===== config.mk =====
export PLATFORM = sky130hd
export DESIGN_NAME = fb_write_ctrl
export DESIGN_NICKNAME = d
export VERILOG_FILES = /design/src/rtl/fb_pkg.sv /design/src/rtl/fb_addr_gen.sv /design/src/rtl/fb_write_ctrl.sv
export SDC_FILE = /design/constraint.sdc
export NUM_CORES = 1
export LEC_CHECK = 0
export CORE_UTILIZATION = 52
export CTS_BUF_LIST = sky130_fd_sc_hd__clkbuf_4 sky130_fd_sc_hd__clkbuf_8
export DETAILED_ROUTE_END_ITERATION = 10
export HOLD_SLACK_MARGIN = 0.03
export PLACE_DENSITY_LB_ADDON = 0.1
export SLEW_MARGIN = 20
export SYNTH_ARGS = -nofsm -noshare
export SYNTH_HDL_FRONTEND = slang
export SYNTH_HIERARCHICAL = 1
export SYNTH_SLANG_ARGS = --single-unit

===== constraint.sdc =====
create_clock -name clk -period 2.5 [get_ports clk]
set_input_delay 0.25 -clock clk [delete_from_list [all_inputs] [get_ports clk]]
set_output_delay 0.25 -clock clk [all_outputs]
set_load 0.02 [all_outputs]

===== src/rtl/fb_pkg.sv =====
// fb_pkg: shared types and default geometry for the framebuffer write side.
//   fb_state_t      - write controller states
//   FB_WIDTH/HEIGHT - framebuffer geometry in pixels
//   FB_DEPTH        - words per BRAM bank
//   FB_ADDR_W       - BRAM address width
//   FB_DATA_W       - pixel colour width (RGB444)
package fb_pkg;

    localparam int unsigned FB_WIDTH  = 320;
    localparam int unsigned FB_HEIGHT = 240;
    localparam int unsigned FB_DEPTH  = FB_WIDTH * FB_HEIGHT;
    localparam int unsigned FB_ADDR_W = 17;
    localparam int unsigned FB_DATA_W = 12;

    typedef enum logic [1:0] {
        IDLE      = 2'd0,
        CLEAR     = 2'd1,
        SWAP_WAIT = 2'd2
    } fb_state_t;

endpackage


===== src/rtl/fb_addr_gen.sv =====
// fb_addr_gen: registered BRAM write stage. Turns an accepted (x,y) pixel
// into a linear back-bank address, or passes a clear-fill word through.
//   clk, rst              - clock, async active-high reset
//   px_acc                - pixel accepted this cycle
//   px_x, px_y, px_color  - pixel coordinates and colour
//   bank                  - bank to write (0 -> we0, 1 -> we1)
//   fill_en/addr/color    - clear-sequencer write, takes precedence
//   in_range_c            - combinational: (px_x,px_y) lies inside the frame
//   we0, we1, waddr, din  - registered BRAM write port
module fb_addr_gen #(
    parameter int unsigned DATA_WIDTH = 12,
    parameter int unsigned ADDR_WIDTH = 17,
    parameter int unsigned FB_WIDTH   = 320,
    parameter int unsigned FB_HEIGHT  = 240
) (
    input  logic                  clk,
    input  logic                  rst,
    input  logic                  px_acc,
    input  logic [8:0]            px_x,
    input  logic [7:0]            px_y,
    input  logic [DATA_WIDTH-1:0] px_color,
    input  logic                  bank,
    input  logic                  fill_en,
    input  logic [ADDR_WIDTH-1:0] fill_addr,
    input  logic [DATA_WIDTH-1:0] fill_color,
    output logic                  in_range_c,
    output logic                  we0,
    output logic                  we1,
    output logic [ADDR_WIDTH-1:0] waddr,
    output logic [DATA_WIDTH-1:0] din
);
    import fb_pkg::*;

    localparam int unsigned LIN_W = 32;

    logic [LIN_W-1:0] lin_c;

    // Full-width y*W+x, truncated only when registered
    assign lin_c      = LIN_W'(px_y) * LIN_W'(FB_WIDTH) + LIN_W'(px_x);
    assign in_range_c = (LIN_W'(px_x) < FB_WIDTH) && (LIN_W'(px_y) < FB_HEIGHT);

    // Write port register; address/data hold when idle
    always_ff @(posedge clk or posedge rst) begin
        if (rst) begin
            we0   <= 1'b0;
            we1   <= 1'b0;
            waddr <= '0;
            din   <= '0;
        end else if (fill_en) begin
            we0   <= ~bank;
            we1   <= bank;
            waddr <= fill_addr;
            din   <= fill_color;
        end else if (px_acc && in_range_c) begin
            we0   <= ~bank;
            we1   <= bank;
            waddr <= ADDR_WIDTH'(lin_c);
            din   <= px_color;
        end else begin
            we0   <= 1'b0;
            we1   <= 1'b0;
        end
    end

endmodule


===== src/rtl/fb_write_ctrl.sv =====
// fb_write_ctrl: write-side controller for the double-buffered framebuffer.
// Accepts rasterizer pixels, sequences full back-bank clears and performs
// vsync-aligned front/back swaps. Owns both BRAM write ports.
//   clk, rst                 - clock, async active-high reset
//   px_valid/px_ready        - pixel handshake; px_x, px_y, px_color payload
//   clear_req, clear_color   - clear back bank with colour (pulse)
//   clear_busy               - clear in progress
//   swap_req, vsync_pulse    - request swap, performed on next vsync
//   swap_done                - one-cycle pulse after swap
//   front_sel                - displayed bank; writes go to ~front_sel
//   bram_we0/1, bram_waddr, bram_din - shared BRAM write port
// Optional: define FB_DROP_COUNT_EN to add drop_count[15:0], a saturating
// count of accepted out-of-range pixels.
module fb_write_ctrl #(
    parameter int unsigned DATA_WIDTH = fb_pkg::FB_DATA_W,
    parameter int unsigned ADDR_WIDTH = fb_pkg::FB_ADDR_W,
    parameter int unsigned FB_WIDTH   = fb_pkg::FB_WIDTH,
    parameter int unsigned FB_HEIGHT  = fb_pkg::FB_HEIGHT,
    parameter int unsigned DEPTH      = fb_pkg::FB_DEPTH
) (
    input  logic                  clk,
    input  logic                  rst,
    input  logic                  px_valid,
    output logic                  px_ready,
    input  logic [8:0]            px_x,
    input  logic [7:0]            px_y,
    input  logic [DATA_WIDTH-1:0] px_color,
    input  logic                  clear_req,
    input  logic [DATA_WIDTH-1:0] clear_color,
    output logic                  clear_busy,
    input  logic                  swap_req,
    input  logic                  vsync_pulse,
    output logic                  swap_done,
    output logic                  front_sel,
    output logic                  bram_we0,
    output logic                  bram_we1,
    output logic [ADDR_WIDTH-1:0] bram_waddr,
    output logic [DATA_WIDTH-1:0] bram_din
`ifdef FB_DROP_COUNT_EN
    ,
    output logic [15:0]           drop_count
`endif
);
    import fb_pkg::*;

    fb_state_t             state;
    logic [ADDR_WIDTH-1:0] clr_cnt;
    logic [DATA_WIDTH-1:0] fill_color;
    logic                  pending_clear;
    logic                  pending_swap;
    logic                  px_acc_c;
    logic                  in_range_c;
    logic                  clr_start_c;

    // Ready depends on state only, so no combinational path from px_valid
    assign px_ready    = (state == IDLE);
    assign px_acc_c    = px_valid && px_ready;
    assign clr_start_c = (state == IDLE) && (clear_req || pending_clear);

    // Controller FSM with pending-request bookkeeping
    always_ff @(posedge clk or posedge rst) begin
        if (rst) begin
            state         <= IDLE;
            clr_cnt       <= '0;
            fill_color    <= '0;
            pending_clear <= 1'b0;
            pending_swap  <= 1'b0;
            clear_busy    <= 1'b0;
            swap_done     <= 1'b0;
            front_sel     <= 1'b0;
        end else begin
            swap_done <= 1'b0;
            case (state)
                IDLE: begin
                    if (clear_req || pending_clear) begin
                        state         <= CLEAR;
                        clr_cnt       <= '0;
                        clear_busy    <= 1'b1;
                        pending_clear <= 1'b0;
                        if (clear_req) fill_color   <= clear_color;
                        if (swap_req)  pending_swap <= 1'b1;
                    end else if (swap_req || pending_swap) begin
                        state        <= SWAP_WAIT;
                        pending_swap <= 1'b0;
                    end
                end
                CLEAR: begin
                    if (swap_req) pending_swap <= 1'b1;
                    // Busy drops as the last word is presented
                    if (clr_cnt == ADDR_WIDTH'(DEPTH - 1)) begin
                        state      <= IDLE;
                        clear_busy <= 1'b0;
                    end else begin
                        clr_cnt <= clr_cnt + ADDR_WIDTH'(1);
                    end
                end
                SWAP_WAIT: begin
                    // Colour is sampled now; the clear runs after the swap
                    if (clear_req) begin
                        pending_clear <= 1'b1;
                        fill_color    <= clear_color;
                    end
                    if (vsync_pulse) begin
                        front_sel <= ~front_sel;
                        swap_done <= 1'b1;
                        state     <= IDLE;
                    end
                end
                default: state <= IDLE;
            endcase
        end
    end

    fb_addr_gen #(
        .DATA_WIDTH (DATA_WIDTH),
        .ADDR_WIDTH (ADDR_WIDTH),
        .FB_WIDTH   (FB_WIDTH),
        .FB_HEIGHT  (FB_HEIGHT)
    ) u_addr_gen (
        .clk        (clk),
        .rst        (rst),
        .px_acc     (px_acc_c),
        .px_x       (px_x),
        .px_y       (px_y),
        .px_color   (px_color),
        .bank       (~front_sel),
        .fill_en    (state == CLEAR),
        .fill_addr  (clr_cnt),
        .fill_color (fill_color),
        .in_range_c (in_range_c),
        .we0        (bram_we0),
        .we1        (bram_we1),
        .waddr      (bram_waddr),
        .din        (bram_din)
    );

`ifdef FB_DROP_COUNT_EN
    // Saturating count of accepted out-of-range pixels
    always_ff @(posedge clk or posedge rst) begin
        if (rst) begin
            drop_count <= 16'd0;
        end else if (clr_start_c) begin
            drop_count <= 16'd0;
        end else if (px_acc_c && !in_range_c && (drop_count != 16'hFFFF)) begin
            drop_count <= drop_count + 16'd1;
        end
    end
`else
    logic unused_drop_c;
    assign unused_drop_c = in_range_c ^ clr_start_c;
`endif

endmodule


==> run summary, run 1 <==
Run status: completed
Clock-pin slew reported for the worst setup and hold paths after clock tree synthesis: 80 ps
Final non-filler cell area: 5060 um^2
Worst-case clock buffer depth: 2
Max-slew violation count: 0
RSZ-0062 raised after global routing: no
CTS buffer count: 9
Required time at the endpoint of the critical path: 2720 ps
Pin count of the biggest net entering global routing: 37
Post-DR vias/cell: 5.47
Worst Reg-to-Reg Cells: 6
Headroom to the max-slew limit: 62.2%
Overall die area: 7410 um^2
Critical Path Sink Type: register
Flop and latch count out of synthesis: 67
Seq pwr share: 35.1%
Clock Root Buffer: sky130_fd_sc_hd__clkbuf_8
Most instantiated library cell after synthesis: sky130_fd_sc_hd__dfrtp_1
Family with the most delay on the worst path: adder cells
Synthesis-to-layout area growth: 37.7%
Setup violation total in the final timing report: 0
Worst Setup Path Type: in -> reg
WP data arrival: 2660 ps
Fraction of final layout cells sized beyond drive strength 1: 18.0%
Overall power of the completed layout: 0.00478 W
Count of flip-flops with a built-in enable after synthesis: 0
Most frequently used flop master after synthesis: sky130_fd_sc_hd__dfrtp_1
Wirelength, routed: 9110 um
Start of the worst register-to-register path: clr_cnt[0]
Number of diodes added for antenna fixing: 0
Vias in the first global route: 3068
Number of failing hold endpoints at the final stage: 0
Number of placement rows: 30
Post-synth top area cell: sky130_fd_sc_hd__dfrtp_1
Maximum single-stage delay on the critical path: 560 ps
Post-synth ARST share: 100%
Initial core utilization: 54.1%
Maximum achievable frequency: 411 MHz
Worst-path fanout max: 3
Number of H-tree branching levels: 3
Sequential element share of the synthesized area: 45.6%
Die Y: 86.1 um
Floorplan die width: 86.1 um
IO Count: 82
Clock latency of the later-clocked register in the worst-skew pair: 340 ps
Core ar.: 6790 um^2
Antenna violations before repair: 0
DRC violations left: 0
CTS tree: yes
Routability congestion estimate: 0.832
Clk pwr share: 19.2%
Count of vias placed by the detailed router: 3172
Initial DRC Count: 180
Peak supply drop: 0.668 mV
Overall routing resource usage: 25.7%
Startpoint kind of the worst setup timing path: primary input
Worst Max-Slew Pin Slew: 566 ps
First-pass GRT wire length: 14600 um
Type of the worst min-delay path: in -> async
Power Dens Cells: 945 nW/um^2
Commonest cells in the synthesized netlist: sky130_fd_sc_hd__dfrtp_1, sky130_fd_sc_hd__o21ai_0, sky130_fd_sc_hd__nand2_1
Net count of the mapped netlist: 430
Setup slack of the most critical reg-to-reg path: 320 ps
Post-layout minimum cycle time: 2440 ps
YS warnings: 6
Largest clock skew in the final design: 10.6 ps
Top cells by area in the synthesized netlist: sky130_fd_sc_hd__dfrtp_1, sky130_fd_sc_hd__o21ai_0, sky130_fd_sc_hd__mux2i_1, sky130_fd_sc_hd__ha_1, sky130_fd_sc_hd__nand2_1
Combinational cell fraction of total power: 45.8%
Number of maximum-capacitance constraint violations: 0
Synthesized area: 3670 um^2
Switching share of power: 38.2%
Post-DP HPWL: 6470 um
Number of nets with antenna violations after routing: 0
Detailed-router iteration count before antenna repair: 4
Internal cell power: 0.00295 W
Critical R2R Capture: clr_cnt[16]
Number of buffers inserted for hold repair after clock tree synthesis: 0
Post-Place Cell Area: 4790 um^2
Number of sinks handled by clock tree synthesis: 67
Mapped Cells: 365
Net load switching power: 0.00183 W
Residual overflow from global routing: 0
Quantity of I/O buffers inserted on ports: 81
Final worst path period share: 97.4%
List of cells traversed by the critical path: dlygate4sd2_1, ha_1, ha_2, fa_2, and3_4, a32o_2, nand2_2, nor4b_4, xor2_1, a221o_1
DR WL/cell: 15.7 um
NumNets Final: 544
Average instance area after synthesis: 10.1 um^2
Worst path slowest cell: sky130_fd_sc_hd__fa_2
Buffers plus inverters on the worst setup path: 1
Count of distinct cell types in the synthesized netlist: 52
Leak Pwr: 2.21 nW
Post-synth top area share: 45.6%
Tightest hold margin: 284 ps
==> metal layers <==
| metal | vias up | track usage, % | share of wire (%) |
|---|---|---|---|
| met4 | 0 | 9.39 | 0.90 |
| met3 | 8 | 4.72 | 5.3 |
| met2 | 92 | 42.6 | 50 |
| li1 | 1533 | - | - |
| met5 | - | 0 | 0 |
| met1 | 1539 | 33.7 | 44 |
==> flip-flops by register name (all words and copies together) (netlist names) <==
| signal | count |
|---|---|
| fill_color | 12 |
| clear_busy | 1 |
| clr_cnt | 17 |
| u_addr_gen/din | 12 |
| u_addr_gen/we1 | 1 |
| front_sel | 1 |
| u_addr_gen/we0 | 1 |
| pending_swap | 1 |
| state | 2 |
| pending_clear | 1 |
| swap_done | 1 |
| u_addr_gen/waddr | 17 |
==> cell families after synthesis <==
kind of cell	Yosys count	synth area share, %
AOI/OAI and AO/OA	94	16.2
xor gates and xnor gates	15	3.98
adders and majority gates	18	6.54
buffers and inverters	24	2.89
DFF	67	45.6
muxes	34	9.70
and+or+nand+nor	113	15.1
==> worst max-delay path by stage <==
stage,end,start,slack [ps],depth (start not counted)
global placement,u_addr_gen/waddr[15],px_y[1],-490,10
floorplan,u_addr_gen/waddr[15],px_y[1],10,9
CTS,u_addr_gen/waddr[15],px_y[2],30,10
finish,u_addr_gen/waddr[15],px_y[3],60,10
detailed placement,u_addr_gen/waddr[15],px_y[3],-540,10
global route,u_addr_gen/waddr[15],px_y[3],20,10
==> what timing repair did <==
action,CTS,global route
buffers inserted,2,2
endpoints found under the setup margin,4,5
pin swaps,8,3
resized for setup,7,6
==> cell usage in the layout, fill, tap and decap left out, types with 3 or more instances in the layout <==
master	Yosys	routed
sky130_fd_sc_hd__inv_1	11	10
sky130_fd_sc_hd__nand2_1	42	41
sky130_fd_sc_hd__mux2_2	13	13
sky130_fd_sc_hd__mux2i_1	21	21
sky130_fd_sc_hd__clkbuf_8	0	10
sky130_fd_sc_hd__nand4_1	4	4
sky130_fd_sc_hd__a21oi_1	13	13
sky130_fd_sc_hd__o211ai_1	3	3
sky130_fd_sc_hd__a31oi_1	4	4
sky130_fd_sc_hd__nor3_1	4	4
sky130_fd_sc_hd__dlymetal6s2s_1	0	3
sky130_fd_sc_hd__buf_4	0	34
sky130_fd_sc_hd__ha_1	16	13
sky130_fd_sc_hd__and3_1	5	4
sky130_fd_sc_hd__dfrtp_1	67	67
sky130_fd_sc_hd__nand3_1	16	16
sky130_fd_sc_hd__xor2_1	7	7
sky130_fd_sc_hd__o21ai_1	3	3
sky130_fd_sc_hd__nor2b_1	4	4
sky130_fd_sc_hd__xnor2_1	6	6
sky130_fd_sc_hd__clkdlybuf4s50_1	0	76
sky130_fd_sc_hd__nor2_1	23	23
sky130_fd_sc_hd__a21o_1	5	5
sky130_fd_sc_hd__o311ai_0	3	3
sky130_fd_sc_hd__o21ai_0	47	47
==> per-stage QoR <==
| stage | cells | utilization, % | TNS [ps] | worst slack, ps |
|---|---|---|---|---|
| after global routing | 580 | 74.5 | 0 | 17.8 |
| final | 580 | 74.5 | 0 | 64.1 |
| after detailed placement | 560 | 70.4 | -2250 | -537 |
| after CTS | 578 | 73.8 | 0 | 34.5 |
| after global placement | 560 | 70.4 | -1980 | -486 |
| after floorplan | 365 | - | 0 | 13.2 |
==> final cells by class <==
type                       instances  area (um^2)
clock buffer                      10          138
clock inverter                     6         63.8
fill                             490         1730
inverter                          11         41.3
multi-input combinational        274         1930
sequential                        67         1680
tap                               96          120
timing repair buffer             116         1090
==> power groups by stage <==
| stage | combinational, W | clock, W | sequential, W |
|---|---|---|---|
| 4_1_cts | 0.00217 | 0.000936 | 0.00168 |
| 5_1_grt | 0.00237 | 0.000979 | 0.00172 |
| 3_3_place_gp | 0.00210 | 0 | 0.00167 |
| 3_5_place_dp | 0.00214 | 0 | 0.00169 |
| 2_1_floorplan | 0.00106 | 0 | 0.00188 |
| 6_report | 0.00219 | 0.000917 | 0.00168 |
Note: power is estimated with default switching activity, not from simulation.
==> run 2: changes to the inputs <==
--- a/config.mk
+++ b/config.mk
@@ -15,3 +15,4 @@
 export SYNTH_HDL_FRONTEND = slang
 export SYNTH_HIERARCHICAL = 1
 export SYNTH_SLANG_ARGS = --single-unit
+export TNS_END_PERCENT = 30
==> results of run 2 <==
Same layout as run 1: the final DEF is identical, and so are final timing and power.
